$ cat src/rtl/rf_pkg.sv
// Shared definitions for the parametrised register file: FSM state encoding,
// the hardwired-zero address and default geometry shared with the decode and
// hazard units.
package rf_pkg;

    typedef enum logic {
        RF_INIT = 1'b0,
        RF_RUN  = 1'b1
    } rf_state_e;

    localparam int RF_ZERO_ADDR  = 0;

    localparam int RF_DATA_W_DEF = 32;
    localparam int RF_DEPTH_DEF  = 32;
    localparam int RF_NUM_RD_DEF = 2;

endpackage

$ cat src/rtl/rf_clear_seq.sv
// Clear sequencer for the register file. After reset or a clear request it
// walks every index once, asking the array to zero it, then reports ready.
//
// state   | meaning
// --------+-----------------------------------------------------------
// RF_INIT | walking clr_addr 0..DEPTH-1, array being zeroed, not ready
// RF_RUN  | array valid, reads and writes allowed
module rf_clear_seq
    import rf_pkg::*;
#(
    parameter int DEPTH  = RF_DEPTH_DEF,
    parameter int ADDR_W = $clog2(DEPTH)
) (
    input  logic              clk,
    input  logic              rst_n,
    input  logic              clr_req,
    output logic              ready,
    output logic              clr_we,
    output logic [ADDR_W-1:0] clr_addr
);

    localparam logic [ADDR_W-1:0] LAST_IDX = ADDR_W'(DEPTH - 1);

    rf_state_e         state_q, state_d;
    logic [ADDR_W-1:0] cnt_q,   cnt_d;

    // State and walk index registers; reset restarts the walk from entry 0
    always_ff @(posedge clk) begin
        if (!rst_n) begin
            state_q <= RF_INIT;
            cnt_q   <= '0;
        end else begin
            state_q <= state_d;
            cnt_q   <= cnt_d;
        end
    end

    // Next state: walk to the last index, then run until a clear request
    always_comb begin
        state_d = state_q;
        cnt_d   = cnt_q;
        case (state_q)
            RF_INIT: begin
                if (clr_req) begin
                    cnt_d = '0;
                end else if (cnt_q == LAST_IDX) begin
                    state_d = RF_RUN;
                    cnt_d   = '0;
                end else begin
                    cnt_d = cnt_q + 1'b1;
                end
            end
            RF_RUN: begin
                if (clr_req) begin
                    state_d = RF_INIT;
                    cnt_d   = '0;
                end
            end
            default: begin
                state_d = RF_INIT;
                cnt_d   = '0;
            end
        endcase
    end

    // Outputs are decoded from the registered state only
    always_comb begin
        ready    = (state_q == RF_RUN);
        clr_we   = (state_q == RF_INIT);
        clr_addr = cnt_q;
    end

endmodule

$ cat src/rtl/param_reg_file.sv
// Parametrised register file: DATA_W x DEPTH, NUM_RD combinational read ports,
// one synchronous write port, hardwired-zero entry 0 and a hardware clear
// sequence after reset or on clr_req.
// Optional feature macro: PARAM_RF_BYPASS_EN (same-cycle write-through
// forwarding to read lanes while running).
module param_reg_file
    import rf_pkg::*;
#(
    parameter int DATA_W = RF_DATA_W_DEF,
    parameter int DEPTH  = RF_DEPTH_DEF,
    parameter int ADDR_W = $clog2(DEPTH),
    parameter int NUM_RD = RF_NUM_RD_DEF
) (
    input  logic                     clk,
    input  logic                     rst_n,
    input  logic                     clr_req,
    input  logic [NUM_RD*ADDR_W-1:0] rd_addr,
    output logic [NUM_RD*DATA_W-1:0] rd_data,
    input  logic                     wr_en,
    input  logic [ADDR_W-1:0]        wr_addr,
    input  logic [DATA_W-1:0]        wr_data,
    output logic                     ready,
    output logic [ADDR_W-1:0]        clr_cnt
);

    localparam logic [ADDR_W-1:0] ZERO_ADDR = ADDR_W'(RF_ZERO_ADDR);

    logic [DATA_W-1:0] mem_q [DEPTH];
    logic [DATA_W-1:0] mem_d [DEPTH];

    logic              clr_we;
    logic [ADDR_W-1:0] clr_addr;
    logic              wr_ok;

    rf_clear_seq #(
        .DEPTH  (DEPTH),
        .ADDR_W (ADDR_W)
    ) u_clear_seq (
        .clk      (clk),
        .rst_n    (rst_n),
        .clr_req  (clr_req),
        .ready    (ready),
        .clr_we   (clr_we),
        .clr_addr (clr_addr)
    );

    assign clr_cnt = clr_addr;

    // A caller write lands only while running, never on entry 0, and is
    // dropped when it coincides with a clear request.
    assign wr_ok = ready && wr_en && !clr_req && (wr_addr != ZERO_ADDR);

    // Array update: the clear walk owns the array in INIT, caller writes in RUN
    always_comb begin
        mem_d = mem_q;
        if (rst_n) begin
            if (clr_we) begin
                mem_d[clr_addr] = '0;
            end else if (wr_ok) begin
                mem_d[wr_addr] = wr_data;
            end
        end
    end

    // Storage has no reset; the clear walk is what makes it valid
    always_ff @(posedge clk) begin
        mem_q <= mem_d;
    end

    for (genvar k = 0; k < NUM_RD; k++) begin : g_rd
        logic [ADDR_W-1:0] addr;
        logic [DATA_W-1:0] data;

        assign addr = rd_addr[k*ADDR_W +: ADDR_W];

        // Read lane: zero while clearing or for entry 0, else stored value
        always_comb begin
            data = '0;
            if (ready && (addr != ZERO_ADDR)) begin
                data = mem_q[addr];
            end
`ifdef PARAM_RF_BYPASS_EN
            if (ready && wr_en && (wr_addr != ZERO_ADDR) && (addr == wr_addr)) begin
                data = wr_data;
            end
`endif
        end

        assign rd_data[k*DATA_W +: DATA_W] = data;
    end

endmodule

$ cat config.mk
export PLATFORM = sky130hd
export DESIGN_NAME = param_reg_file
export DESIGN_NICKNAME = d
export VERILOG_FILES = /design/src/rtl/rf_pkg.sv /design/src/rtl/rf_clear_seq.sv /design/src/rtl/param_reg_file.sv
export SDC_FILE = /design/constraint.sdc
export NUM_CORES = 2
export LEC_CHECK = 0
export BUFFER_PORTS_ARGS = -buffer_cell sky130_fd_sc_hd__buf_2
export CAP_MARGIN = 20
export CORE_ASPECT_RATIO = 2
export CORE_MARGIN = 5
export CORE_UTILIZATION = 55
export CTS_CLUSTER_DIAMETER = 80
export DETAILED_ROUTE_END_ITERATION = 12
export PLACE_DENSITY = 0.78
export RECOVER_POWER = 100
export SETUP_SLACK_MARGIN = 0.05
export SYNTH_ARGS = -nofsm -noshare
export SYNTH_HDL_FRONTEND = slang
export SYNTH_SLANG_ARGS = --single-unit
$ cat constraint.sdc
create_clock -name clk -period 2.9 [get_ports clk]
set_input_delay 0.145 -clock clk [delete_from_list [all_inputs] [get_ports clk]]
set_output_delay 0.145 -clock clk [all_outputs]
set_load 0.02 [all_outputs]
# Yosys cells after proc, flatten, opt, wreduce, memory -nomap -nowiden
# Index checks and enable logic that the tools add are counted.
[totals]
reg_bits = 1030
input_bits = 51
output_inout_bits = 70
elab_cells = 86
[classes]
n_addsub = 1
magnitude_cmp = 6
n_eq_ne = 3
mux = 23
n_bitwise = 7
reduce_logical = 12
[ops]
columns = ["operator", "n"]
rows = [
  ["$mux 1024", 2],
  ["$and 1024x1024->1024", 1],
  ["$bwmux 1024", 1],
  ["$not 1024->1024", 1],
  ["$bmux 32 s5", 2],
  ["$demux 32 s5", 2],
  ["$mux 32", 8],
  ["$ge 6x6->1 const B", 4],
  ["$not 5->6", 4],
  ["$mux 5", 3],
  ["$reduce_bool 5->1", 3],
  ["$lt 6x1->1 const B", 2],
  ["$pmux 5 s2", 1],
  ["$logic_and 1x1->1", 7],
  ["$add 5x1->5 const B", 1],
  ["$eq 5x5->1 const B", 1],
  ["$ne 2x2->1 const B", 2],
  ["$mux 1", 3],
  ["$pmux 1 s2", 1],
  ["$reduce_and 2->1", 1],
  ["$logic_not 1->1", 1],
  ["$not 1->1", 1],
]

# Logic depth before layout (Yosys ltp)
[depth]
depth_word = 8
ltp_mapped = 8
mapped_depth_nobuf = 6

# By module
# Synthesis repeated with hierarchy kept, for this count alone.
[hier_totals]
cells_unflattened = 4271
hier_area_um2 = 59124.2
[modules_own_cells]
columns = ["mod", "n_inst", "cells_each", "area_each_um2", "seq_area_each_um2"]
rows = [
  ["param_reg_file", 1, 4241, 58848.9, 30749.5],
  ["rf_clear_seq", 1, 30, 275.3, 120.1],
]

# Worst setup path before layout
# OpenSTA, ideal clock, no wires.
[synth_path]
path_kind = "register to register"
from = "register u_clear_seq.state_q (netlist: u_clear_seq.ready)"
to = "register mem_q[224] (netlist name) (enable)"
setup_ns = 0.432
arrival_time_ns = 2.844
required_ns = 2.468
slack_ns = -0.376
stages_incl_launch_ff = 8
path_buffers = 4
period_less_slack_ns = 3.276
path_cell_list = "dfxtp_1 -> buf_4 -> buf_6 -> buf_6 -> inv_1 -> o21ai_1 -> buf_2 -> a21oi_1"
[synth_between]
elab_chain_len = 5
[synth_rtl]
columns = ["item", "line_no", "rtl"]
rows = [
  ["from (decl)", "rf_clear_seq.sv:24", "rf_state_e state_q, state_d;"],
  ["from (signal assigned)", "rf_clear_seq.sv:33", "state_q <= state_d;"],
  ["$logic_and 1x1->1 (3 in a row)", "param_reg_file.sv:51", "assign wr_ok = ready && wr_en && !clr_req && (wr_addr != ZERO_ADDR);"],
  ["$ne 2x2->1 (no line) *", "-", ""],
  ["$reduce_and 2->1 (no line) *", "-", ""],
  ["to (signal assigned)", "param_reg_file.sv:67", "mem_q <= mem_d;"],
  ["to (decl)", "param_reg_file.sv:28", "logic [DATA_W-1:0] mem_q [DEPTH];"],
]
# Every way passes the cells marked *; elsewhere a longest branch is shown, timed or not.
# A chain may end at the register's enable or synchronous reset.

# Worst setup path after layout
[layout_path]
from = "register u_clear_seq.cnt_q[0] (netlist: u_clear_seq.clr_addr[0])"
to = "register mem_q[791] (netlist name), data pin"
[layout_between]
elab_chain_len = 8
elab_cells_between_ends = 9
cone_classes = "order compare: 2; mux: 3; bitwise: 3; reduce/logical: 1"
[layout_rtl]
columns = ["item", "line_no", "rtl"]
rows = [
  ["from (decl)", "rf_clear_seq.sv:25", "logic [ADDR_W-1:0] cnt_q, cnt_d;"],
  ["from (signal assigned)", "rf_clear_seq.sv:34", "cnt_q <= cnt_d;"],
  ["$not 5->6 (implied by the code) *", "param_reg_file.sv:58", "mem_d[clr_addr] = '0;"],
  ["$ge 6x6->1 (implied by the code) / $lt 6x1->1 (equally long branches)", "param_reg_file.sv:58", ""],
  ["$logic_and 1x1->1 (implied by the code)", "param_reg_file.sv:58", ""],
  ["$mux 32 (implied by the code)", "param_reg_file.sv:58", ""],
  ["$demux 32 s5 *", "param_reg_file.sv:58", ""],
  ["$not 1024->1024 (no line) *", "-", ""],
  ["$and 1024x1024->1024 (no line) *", "-", ""],
  ["$mux 1024 *", "param_reg_file.sv:57", "if (clr_we) begin"],
]
# Marked as above.

==> run_results.csv <==
group,metric,value,unit
outcome,status,"finished with violations",
outcome,violations,"max-capacitance violations, max-slew violations, negative setup slack",
route,wl_per_cell,36.1,um
timing,period_needed,2.92,ns
cts,max-clock-path-buffers,3,
pwr,vdd_drop_max,0.439,mV
cts,clock_latency,0.72,ns
critical_path,crit_fanout,19,
cts,cts.sinks,1030,
timing,setup_viol,15,
cells_and_area,area_delta_synth_final,10.3,%
critical_path,r2r-start,"u_clear_seq.clr_addr[0]",
timing,fin_crit_sh,101,%
pwr,p_switching,8.72,mW
cells_and_area,layout-drive-gt1-share,18.3,%
timing,fmaxAchievable,342,MHz
yosys,synth_edf_count,1024,
yosys,ys_types,44,
yosys,yosys_warnings,0,
die,rows,170,
yosys,synthCells,4865,
pwr,power,34.9,mW
timing,rsz0062_at_grt,"yes",
min_path,holdCritStartpoint,"wr_data[31]",
yosys,synth_top_flop_cell,"edfxtp_1",
route,vias,49124,
timing,clock-skew-final,0.0298,ns
route,dr.pass1.iters,7,
yosys,syn_area,59300,um2
pwr,switching_share,25.0,%
grt,use_met3,12.0,%
yosys,synth_top_area_share,51.9,%
yosys,avgSynthCellArea,12.2,um2
yosys,synthTopCellsByArea,"edfxtp_1 52%, mux4_2 9.6%, mux2i_1 8.8%, a22o_1 6.9%, o21ai_1 4.1%",
die,core-area,107000,um2
grt,grt_overflow,0,
die,dieWidth,242,um
die,initial_utilization,55.3,%
placement,dpl.cell_count,6064,
pwr,p_clk_share,36.9,%
timing,worst_pin_slew,1.51,ns
critical_path,max_stage_delay,0.78,ns
cells_and_area,fillers,8337,
critical_path,crit_start,"u_clear_seq.clr_addr[0]",
cells_and_area,fin_cells,6235,
critical_path,required,3.47,ns
placement,dp.final_hpwl,145000,um
run,cap_violations,1,
cts,cts_buffers,88,
pwr,pwr-share-comb,11.3,%
critical_path,critPathSlowestCell,"a21oi_2",
placement,gp_congestion,0.975,
grt,antenna_found_initial,9,
cells_and_area,layout_commonest_cell,"edfxtp_1",
cts,clock-root-buffer,"clkbuf_16",
route,ant_nets,0,
critical_path,path_cells,"ha_1 > nor2b_1 > clkbuf_2 > a21oi_2 > clkbuf_2 > a22o_1",
pwr,power_density,533,nW/um2
critical_path,cp-end-kind,"register",
cts,cts.clk_slew.worst_paths,0.07,ns
grt,grt_pass1_vias,48912,
route,drt_iter0_markers,9076,
timing,setup_slack,-0.0203,ns
cells_and_area,multi_input_area,26600,um2
cells_and_area,seq_area,30900,um2
route,viasPerCell,7.88,
timing,setup_tns,-0.163,ns
pwr,p_leak,25.5,nW
grt,grt_pass1_wl,319000,um
cells_and_area,layout_common_cells,"1,024 x edfxtp_1, 600 x nand2_1, 536 x o21ai_0",
route,drc,0,
pwr,pwr-share-seq,51.8,%
yosys,ys_seq_area_share,52.1,%
timing,drv_slew,17,
grt,grt_max_degree,74,
critical_path,worstSetupPathType,"reg -> reg",
die,ios,121,
grt,grtUsageMet1,42.3,%
cells_and_area,final_util,60.9,%
pwr,p_int,26.1,mW
timing,hold_violations,0,
yosys,yosysTopAreaCell,"edfxtp_1",
route,wl,225000,um
placement,portBuffers,120,
grt,grt_use_met2,59.1,%
critical_path,arrival,3.49,ns
cts,tritoncts,"built",
min_path,hp-class,"in -> reg",
yosys,synthesis.nets,4921,
yosys,synth_seq_cells,1030,
cts,htree_levels,3,
die,die-area,115000,um2
yosys,synth-async-reset-ratio,0,%
cells_and_area,layout.nets,4843,
critical_path,cpMostUsedCell,"clkbuf_2",
grt,grt_busiest_layer,"met2",
timing,slew_headroom,-0.792,%
critical_path,startpoint_type,"register",
die,fp.dieH,474,um
grt,grt_usage,37.4,%
[state kept, by name (all words and copies together), names as in the netlist]
register              flops
u_clear_seq.clr_addr      5
u_clear_seq.ready         1
mem_q                  1024
[power by group through the flow]
stage	logic (mW)	clock network, mW	registers [mW]
global placement	3.73	0	18.3
CTS	3.87	12.8	18.0
detailed placement	3.84	0	18.3
floorplan	2.66	0	18.1
global route	4.08	13.4	18.1
finish	3.92	12.9	18.1
[path summary, 6_finish.rpt]
| path | endpoint | cells after the start | slack (ns) |
|---|---|---|---|
| max | mem_q[791] | 6 | -0.02 |
| min | mem_q[351] | 3 | 0.11 |
| max reg2reg | mem_q[791] | 6 | -0.02 |
| min reg2reg | mem_q[660] | 2 | 0.58 |
[worst max-delay path: cells and delay by family (launching register included)]
| family | cells | cell delay [ns] |
|---|---|---|
| simple gates | 1 | 0.20 |
| buf+inv | 2 | 0.89 |
| fa+ha+maj | 1 | 0.29 |
| compound gates | 2 | 1.01 |
| flops | 1 | 0.38 |
[metal layers]
layer	up-vias	wire [um]
li1	18998	-
met1	23240	66800
met2	5197	99800
met3	1681	34600
met4	8	23700
met5	-	90
[area by class of cell]
class                      count  share of cell area, %
antenna                        5                 0.0192
sequential                  1030                   47.3
multi-input combinational   3276                   40.7
clock inverter                48                  0.954
inverter                      24                  0.138
tap                         1376                   2.64
clock buffer                 109                   3.60
timing repair buffer         367                   4.72
[repair_timing]
item                       CTS  global route
setup endpoints to repair   64            39
resized for setup           17            38
pin swaps                    0             4
gates cloned                 0             3
hold buffers                 3             0
setup buffers                0             3
hold endpoints to repair     6             0
[Yosys cell counts, drive strengths merged, types with 3 or more instances]
| library cell | instances |
|---|---|
| and2 | 43 |
| nand2 | 624 |
| nand2b | 4 |
| nand3b | 4 |
| mux2i | 522 |
| edfxtp | 1024 |
| nand3 | 145 |
| nor2b | 16 |
| a22o | 468 |
| a21oi | 96 |
| mux4 | 252 |
| a22oi | 302 |
| nand4 | 62 |
| buf | 312 |
| o21ai | 578 |
| clkbuf | 225 |
| nor2 | 52 |
| nor3b | 3 |
| ha | 5 |
| dfxtp | 6 |
| inv | 24 |
| a31oi | 34 |
| and3 | 48 |
[metrics by stage]
stage	area, um2	hold slack [ns]	setup WS [ns]
after floorplan	59300	0.379	-0.376
after global placement	62500	0.550	0.257
after detailed placement	62500	0.566	0.249
after CTS	65600	0.0886	0.0175
after global routing	65300	0.115	0.00470
final	65300	0.114	-0.0203
[cells by family (layout without fill, tap and decap cells)]
| kind of cell | count (synthesis) | after routing | share of synthesized area, % |
|---|---|---|---|
| buffers and inverters | 561 | 548 | 4.61 |
| muxes | 774 | 774 | 18.4 |
| DFF | 1030 | 1030 | 52.1 |
| other | 0 | 5 | 0 |
| and+or+nand+nor | 1010 | 1012 | 7.76 |
| adders and majority gates | 5 | 5 | 0.106 |
| AOI/OAI and AO/OA | 1485 | 1485 | 17.0 |
(Power assumes the default switching activity.)
